<file path="src/rtl/song_sequencer.sv">
// Playback scheduler for two 32-bit lane patterns: count-in, then steps from
// bit 31 down to bit 0 at a tempo-derived rate. Supports pause, looping and
// abort when the game leaves play mode. All outputs are registered.
module song_sequencer #(
    parameter int unsigned STEP_CYCLES_BASE = 1_000_000,
    parameter int unsigned COUNT_IN_STEPS   = 3,
    parameter logic [2:0]  PLAY_MODE        = 3'd3
) (
    input  logic        clk,
    input  logic        Rst,
    input  logic [2:0]  mode,
    input  logic        start,
    input  logic        pause,
    input  logic [31:0] note1,
    input  logic [31:0] note2,
    input  logic [1:0]  tempo_sel,
    input  logic        loop_en,
    output logic        lane1,
    output logic        lane2,
    output logic        step_pulse,
    output logic [4:0]  position,
    output logic [1:0]  countdown,
    output logic        paused,
    output logic [1:0]  state_out,
    output logic        song_done
);

    localparam int unsigned TW = $clog2(STEP_CYCLES_BASE + 1);
    localparam logic [TW-1:0] BaseCycles = TW'(STEP_CYCLES_BASE);
    localparam logic [1:0] CountInit = 2'(COUNT_IN_STEPS);

    typedef enum logic [1:0] {
        StIdle    = 2'd0,
        StCountin = 2'd1,
        StPlay    = 2'd2,
        StDone    = 2'd3
    } state_e;

    state_e        state_q, state_d;
    logic [31:0]   snap1_q, snap1_d;
    logic [31:0]   snap2_q, snap2_d;
    logic [TW-1:0] period_q, period_d;
    logic [TW-1:0] timer_q, timer_d;
    logic          lane1_q, lane1_d;
    logic          lane2_q, lane2_d;
    logic          step_q, step_d;
    logic [4:0]    pos_q, pos_d;
    logic [1:0]    cnt_q, cnt_d;
    logic          paused_q, paused_d;
    logic          done_q, done_d;

    logic          expiry;
    logic [4:0]    pos_next;

    assign expiry   = (timer_q == (period_q - TW'(1)));
    assign pos_next = pos_q - 5'd1;

    // Next-state logic: mode abort, start/pause handling and the step timer.
    always_comb begin
        state_d  = state_q;
        snap1_d  = snap1_q;
        snap2_d  = snap2_q;
        period_d = period_q;
        timer_d  = timer_q;
        lane1_d  = lane1_q;
        lane2_d  = lane2_q;
        step_d   = 1'b0;
        pos_d    = pos_q;
        cnt_d    = cnt_q;
        paused_d = paused_q;
        done_d   = done_q;

        if (mode != PLAY_MODE) begin
            state_d  = StIdle;
            snap1_d  = '0;
            snap2_d  = '0;
            period_d = '0;
            timer_d  = '0;
            lane1_d  = 1'b0;
            lane2_d  = 1'b0;
            pos_d    = 5'd31;
            cnt_d    = 2'd0;
            paused_d = 1'b0;
            done_d   = 1'b0;
        end else begin
            unique case (state_q)
                StIdle, StDone: begin
                    // Pause is ignored here; a simultaneous start wins with paused=0.
                    if (start) begin
                        state_d  = StCountin;
                        snap1_d  = note1;
                        snap2_d  = note2;
                        period_d = BaseCycles >> tempo_sel;
                        timer_d  = '0;
                        lane1_d  = 1'b0;
                        lane2_d  = 1'b0;
                        pos_d    = 5'd31;
                        cnt_d    = CountInit;
                        paused_d = 1'b0;
                        done_d   = 1'b0;
                    end
                end
                StCountin, StPlay: begin
                    paused_d = paused_q ^ pause;
                    // Timer advances on the current pause flag, so a pause pulse
                    // freezes from the following cycle on.
                    if (!paused_q) begin
                        if (!expiry) begin
                            timer_d = timer_q + TW'(1);
                        end else begin
                            timer_d = '0;
                            if (state_q == StCountin) begin
                                if (cnt_q == 2'd1) begin
                                    state_d = StPlay;
                                    cnt_d   = 2'd0;
                                    pos_d   = 5'd31;
                                    lane1_d = snap1_q[31];
                                    lane2_d = snap2_q[31];
                                    step_d  = 1'b1;
                                end else begin
                                    cnt_d = cnt_q - 2'd1;
                                end
                            end else if (pos_q != 5'd0) begin
                                pos_d   = pos_next;
                                lane1_d = snap1_q[pos_next];
                                lane2_d = snap2_q[pos_next];
                                step_d  = 1'b1;
                            end else if (loop_en) begin
                                pos_d   = 5'd31;
                                lane1_d = snap1_q[31];
                                lane2_d = snap2_q[31];
                                step_d  = 1'b1;
                            end else begin
                                state_d  = StDone;
                                pos_d    = 5'd31;
                                lane1_d  = 1'b0;
                                lane2_d  = 1'b0;
                                paused_d = 1'b0;
                                done_d   = 1'b1;
                            end
                        end
                    end
                end
            endcase
        end
    end

    // State register with synchronous active-high reset.
    always_ff @(posedge clk) begin
        if (Rst) begin
            state_q  <= StIdle;
            snap1_q  <= '0;
            snap2_q  <= '0;
            period_q <= '0;
            timer_q  <= '0;
            lane1_q  <= 1'b0;
            lane2_q  <= 1'b0;
            step_q   <= 1'b0;
            pos_q    <= 5'd31;
            cnt_q    <= 2'd0;
            paused_q <= 1'b0;
            done_q   <= 1'b0;
        end else begin
            state_q  <= state_d;
            snap1_q  <= snap1_d;
            snap2_q  <= snap2_d;
            period_q <= period_d;
            timer_q  <= timer_d;
            lane1_q  <= lane1_d;
            lane2_q  <= lane2_d;
            step_q   <= step_d;
            pos_q    <= pos_d;
            cnt_q    <= cnt_d;
            paused_q <= paused_d;
            done_q   <= done_d;
        end
    end

    assign lane1      = lane1_q;
    assign lane2      = lane2_q;
    assign step_pulse = step_q;
    assign position   = pos_q;
    assign countdown  = cnt_q;
    assign paused     = paused_q;
    assign state_out  = state_q;
    assign song_done  = done_q;

endmodule

</file>
<file path="config.mk">
export PLATFORM = sky130hd
export DESIGN_NAME = song_sequencer
export DESIGN_NICKNAME = d
export VERILOG_FILES = /design/src/rtl/song_sequencer.sv
export SDC_FILE = /design/constraint.sdc
export NUM_CORES = 1
export LEC_CHECK = 0
export ABC_AREA = 1
export CAP_MARGIN = 20
export CORE_MARGIN = 2
export CORE_UTILIZATION = 55
export CTS_CLUSTER_DIAMETER = 100
export DETAILED_ROUTE_END_ITERATION = 7
export PLACE_DENSITY = 0.81
export RECOVER_POWER = 100
export SETUP_SLACK_MARGIN = 0.3
export SYNTH_ARGS = -nofsm -noshare
export SYNTH_HDL_FRONTEND = slang
export SYNTH_SLANG_ARGS = --single-unit
</file>
<file path="constraint.sdc">
create_clock -name clk -period 7.85 [get_ports clk]
set_input_delay 1.57 -clock clk [delete_from_list [all_inputs] [get_ports clk]]
set_output_delay 1.57 -clock clk [all_outputs]
set_load 0.03 [all_outputs]
</file>
# Word-level counts from Yosys, hierarchy flattened
# Cells that the tools add are included.
dict set report totals {
  output_inout_bits 14
  inputBits 74
  word_cells 109
  ff_bits 118
}
dict set report classes {
  reduce_logical 12
  order_cmp 1
  shift 1
  muxes 60
  bitwise_logic 3
  addsub 4
  n_eq_ne 16
}
# cell n
set op_table {}
lappend op_table {{20-bit 2-to-1 mux} 3}
lappend op_table {{20-bit one-hot mux with 2 select lines} 1}
lappend op_table {{5-bit 2-to-1 mux} 6}
lappend op_table {{1-bit 2-to-1 mux} 29}
lappend op_table {{2-bit 2-to-1 mux} 12}
lappend op_table {{20-bit by 1-bit adder with 20-bit output (second input constant)} 1}
lappend op_table {{20-bit equality test} 1}
lappend op_table {{20-bit by 2-bit >> shifter with 20-bit output (first input constant)} 1}
lappend op_table {{20-bit by 1-bit subtractor with 20-bit output (second input constant)} 1}
lappend op_table {{2-bit != test (second input constant)} 7}
lappend op_table {{6-bit AND reduction} 2}
lappend op_table {{1-bit binary-select mux with 5-bit select} 2}
lappend op_table {{5-bit one-hot mux with 2 select lines} 1}
lappend op_table {{3-bit != test (second input constant)} 3}
lappend op_table {{1-bit one-hot mux with 2 select lines} 4}
lappend op_table {{2-bit one-hot mux with 2 select lines} 2}
lappend op_table {{4-bit AND reduction} 2}
lappend op_table {{5-bit by 6-bit < comparator with 1-bit output (second input constant)} 1}
lappend op_table {{2-bit OR reduction} 3}
lappend op_table {{5-bit nonzero test} 1}
lappend op_table {{5-bit OR reduction} 1}
lappend op_table {{5-bit by 1-bit subtractor with 5-bit output (second input constant)} 1}
lappend op_table {{2-bit by 1-bit equality test with 1-bit output (second input constant)} 2}
lappend op_table {{2-bit equality test (second input constant)} 2}
lappend op_table {{6 further kinds} 8}

# Longest topological paths before layout
dict set report depth {
  ltp_word 8
  ltp_mapped 19
  depth_no_buf 19
}

# Worst setup path after synthesis
# Ideal clock, no wire load.
dict set report synth_path {
  path_kind {input-to-reg}
  startpoint {in start}
  endpoint {reg timer_q[14]}
  slack_ns 4.892
  setup_time_ns 0.120
  n_path_buf 1
  required_ns 7.730
  t_arrival_ns 2.839
  cell_stages 8
  cell_sequence {nand2_1 clkinv_1 nor2_2 inv_1 clkbuf_1 nand2_1 xor2_1 nor2_4}
}
dict set report synth_via {
  elab_chain_cells 2
}
# element line_no
set synth_lines {}
lappend synth_lines {{start, declared} 12} ;# input logic start,
lappend synth_lines {{2-bit != test (no source line)} -}
lappend synth_lines {{2-bit AND reduction (no source line)} -}
lappend synth_lines {{end signal, assigned} 168} ;# timer_q <= timer_d;
lappend synth_lines {{end, declared} 43} ;# logic [TW-1:0] timer_q, timer_d;
# Every way passes these cells.
# A chain may end at the register's enable or synchronous reset.

# Final worst setup path
dict set report layout_path {
  startpoint {reg pos_q[0] (netlist: position[0])}
  endpoint {reg lane2_q (netlist: lane2)}
}
dict set report layout_via {
  elab_chain_cells 8
  word_cells_on_any_way 9
  classes_between {add/sub: 1; mux: 7; reduce/logical: 1}
}
# element line_no
set layout_lines {}
lappend layout_lines {{start, declared} 47} ;# logic [4:0] pos_q, pos_d;
lappend layout_lines {{start signal, assigned} 172} ;# pos_q <= pos_d;
lappend layout_lines {{5-bit by 1-bit subtractor with 5-bit output} 56} ;# assign pos_next = pos_q - 5'd1;
lappend layout_lines {{1-bit binary-select mux with 5-bit select} 126} ;# lane2_d = snap2_q[pos_next];
lappend layout_lines {{1-bit 2-to-1 mux (implied by the code)} 126}
lappend layout_lines {{1-bit 2-to-1 mux (*)} 123} ;# end else if (pos_q != 5'd0) begin
lappend layout_lines {{1-bit 2-to-1 mux (*)} 112} ;# if (state_q == StCountin) begin
lappend layout_lines {{1-bit 2-to-1 mux (*)} 108} ;# if (!expiry) begin
lappend layout_lines {{1-bit 2-to-1 mux (*)} 107} ;# if (!paused_q) begin
lappend layout_lines {{1-bit one-hot mux with 2 select lines (*)} 86} ;# unique case (state_q)
lappend layout_lines {{end signal, assigned} 170} ;# lane2_q <= lane2_d;
lappend layout_lines {{end, declared} 45} ;# logic lane2_q, lane2_d;
# Mark *: on every way between the ends. The rest lies on a longest branch, timed or not. The select of a mux whose other input is x is not followed.

==> impl_metrics.json <==
{
  "hold_path_class": "reg -> reg",
  "register_area_um2": 2180,
  "reg2regPathDepth": 14,
  "synth_top_area_share_pct": 36.1,
  "finalNonFillerCells": 1095,
  "routed_via_density": 5.14,
  "num_vias": 5628,
  "hold_end": "snap1_q[8]$_SDFFE_PP0P_",
  "h-tree-depth": 3,
  "grt_max_degree": 110,
  "multi_input_area_um2": 3080,
  "cp.required_ns": 8.01,
  "die_w_um": 109,
  "clock_latency_ns": 0.39,
  "worst_hold_startpoint": "snap1_q[8]$_SDFFE_PP0P_",
  "hold_buffers": 0,
  "critical_path_arrival_ns": 5.42,
  "post-route-drc-count": 0,
  "yosysWarnings": 0,
  "synthTopCellsByArea": "dfxtp_1 (36%), inv_1 (9.2%), o21ai_0 (9.0%)",
  "leakagePower_nw": 3.31,
  "finalCriticalPeriod_ns": 5.26,
  "synth-seq-cells": 109,
  "grt_pass1_wl_um": 23900,
  "area_growth_syn_to_layout_pct": 18.0,
  "io_buffer_count": 87,
  "whs_path_depth": 2,
  "cp-start-kind": "flip-flop",
  "grt_overflow": 0,
  "maxCapViolCount": 1,
  "wl_per_cell_um": 13.3,
  "dp_cells": 1080,
  "final_nets": 1039,
  "cts-root-buf": "clkbuf_8",
  "violations": "max-capacitance violations, max-slew violations",
  "n_antenna_cell": 0,
  "dp_hpwl_um": 10600,
  "dieArea_um2": 11800,
  "finalMaxSlewViolations": 80,
  "coreArea_um2": 10800,
  "drive_gt1_share_pct": 5.76,
  "fmax_mhz": 190,
  "slew_headroom_pct": -141,
  "rr_startpoint": "position[0]$_SDFFE_PP1P_",
  "reg2reg_to": "lane2$_SDFFE_PP0P_",
  "regToRegSetupSlack_ns": 2.59,
  "post-route-period-util_pct": 67.1,
  "post_cts_buffers": 0,
  "syn_nets": 976,
  "hold_viol": 0,
  "antenna_left": 0,
  "first_pass_iters": 5,
  "initial_core_util_pct": 56.0,
  "finalSetupTns_ns": 0,
  "path_clk_slew_ns": 0.11,
  "setup_viol": 0,
  "finalPower_w": 0.00104,
  "outcome": "finished, violations left",
  "syn_inst": 888,
  "antenna_found_initial": 0,
  "ctsResizeCount": 0,
  "cts_sinks": 109,
  "core.rowCount": 38,
  "ios": 88,
  "rsz0062_at_grt": "no",
  "cts_tree": "yes",
  "worst_pin_slew_ns": 3.61,
  "cp-startpoint": "position[0]$_SDFFE_PP1P_",
  "synth_top_area_cell": "dfxtp_1",
  "grt_use_total_pct": 25.7,
  "netlist_area_um2": 6040,
  "ir_drop_uv": 134,
  "crit_type": "reg -> reg",
  "cp-end-kind": "flip-flop",
  "syn_area_per_cell_um2": 6.80,
  "clock-skew-final_ns": 0.0157,
  "seq_area_frac_synth_pct": 36.1,
  "gp_congestion": 0.950,
  "die_height_um": 109,
  "numCtsBuffers": 9,
  "power-per-cell-area_nw_per_um2": 146,
  "drt_wl_total_um": 14500,
  "fill_cells": 986,
  "crit_fanout": 35,
  "clockBufferDepth": 2,
  "first_iter_violations": 331,
  "grt_pass1_vias": 5078,
  "yosysUniqueCellTypes": 34
}
==> Yosys cell counts <==
library cell / number
inv_2: 4
buf_6: 1
a21oi_1: 88
buf_2: 3
xnor2_1: 6
clkinv_1: 5
nand2_1: 90
nor2_4: 12
nand3_2: 3
xnor3_1: 1
nor2_1: 114
ha_1: 14
nand3b_1: 3
nor2_8: 1
xor2_1: 17
nor3b_1: 2
nand4_1: 11
xor2_2: 2
buf_1: 2
nand3_4: 2
and3_1: 2
nand2_4: 2
clkbuf_1: 33
a21o_1: 1
dfxtp_1: 109
nand3_1: 60
nor3_1: 22
inv_1: 148
o21ai_0: 109
o21ai_1: 7
nor2_2: 5
a21oi_2: 5
buf_12: 1
nand2_2: 3
==> registers in the layout, indices dropped and copies added (netlist names), 2 cells and up <==
| register | count |
|---|---|
| position | 5 |
| state_out | 2 |
| countdown | 2 |
| timer_q | 20 |
| snap2_q | 32 |
| snap1_q | 32 |
| period_q | 11 |
==> metal layers <==
metal,share of wire (%),track usage (%)
met1,43,31.5
met2,49,44.9
met3,5.0,4.54
met4,2.6,9.80
met5,0,0
==> kinds of logic after synthesis <==
group | share of synthesized area, %
AOI/OAI and AO/OA | 17.8
xor gates and xnor gates | 4.25
adders and majority gates | 2.90
buffers and inverters | 12.7
DFF | 36.1
and+or+nand+nor | 26.3
==> per-stage QoR <==
step           hold WS [ns]  util [%]  area, um2  setup WS [ns]
2_1_floorplan         0.441         -       6040           4.89
3_3_place_gp          0.468      64.4       6950           3.94
3_5_place_dp          0.476      64.4       6950           3.79
4_1_cts               0.496      66.2       7140           3.78
5_1_grt               0.511      66.0       7130           2.01
6_report              0.493      66.0       7130           2.59
==> worst max-delay path: stages, from the launching register on <==
cell,delay (ns)
dfxtp_1,0.33
clkbuf_1,0.90
clkinv_1,1.08
ha_1,1.03
clkinv_1,0.62
a21oi_1,0.27
o21ai_0,0.11
nand3_1,0.13
nand3_1,0.08
nand3_1,0.11
nand2_1,0.06
a21oi_1,0.14
nand2_1,0.07
nand2_1,0.05
nor2_1,0.03
==> cells in the final DEF, fill, tap and decap left out, types with 9 or more instances in the layout <==
cell             count
inv_1              148
nor2_1             115
o21ai_0            114
dfxtp_1            109
nand2_1             90
a21oi_1             88
clkdlybuf4s50_1     71
nand3_1             60
nor3_1              22
xor2_1              17
dlygate4sd3_1       16
ha_1                14
nor2_4              12
nand4_1             11
clkbuf_8             9
==> final cells by class <==
type / count / area share (%)
clock buffers: 9 / 1.74
well taps: 140 / 2.46
clock inverters: 6 / 1.00
multi-input cells: 582 / 43.3
repair buffers: 92 / 12.6
inverters: 157 / 8.27
flip-flops and latches: 109 / 30.6
==> worst max path at each step <==
stage | slack, ns | end | cells after the start
after floorplan | 4.89 | timer_q[14]$_SDFFE_PP0P_ | 8
after CTS | 3.78 | lane1$_SDFFE_PP0P_ | 14
final | 2.59 | lane2$_SDFFE_PP0P_ | 14
after global routing | 2.01 | lane2$_SDFFE_PP0P_ | 14
after global placement | 3.94 | lane1$_SDFFE_PP0P_ | 14
after detailed placement | 3.79 | lane1$_SDFFE_PP0P_ | 14
==> power breakdown <==
part	switching (W)	leakage, nW	internal [W]
combinational	0.0000714	2.33	0.0000587
sequential	0.00000457	0.881	0.000559
clock	0.000197	0.0976	0.000149
Note: power is estimated with default switching activity, not from simulation.
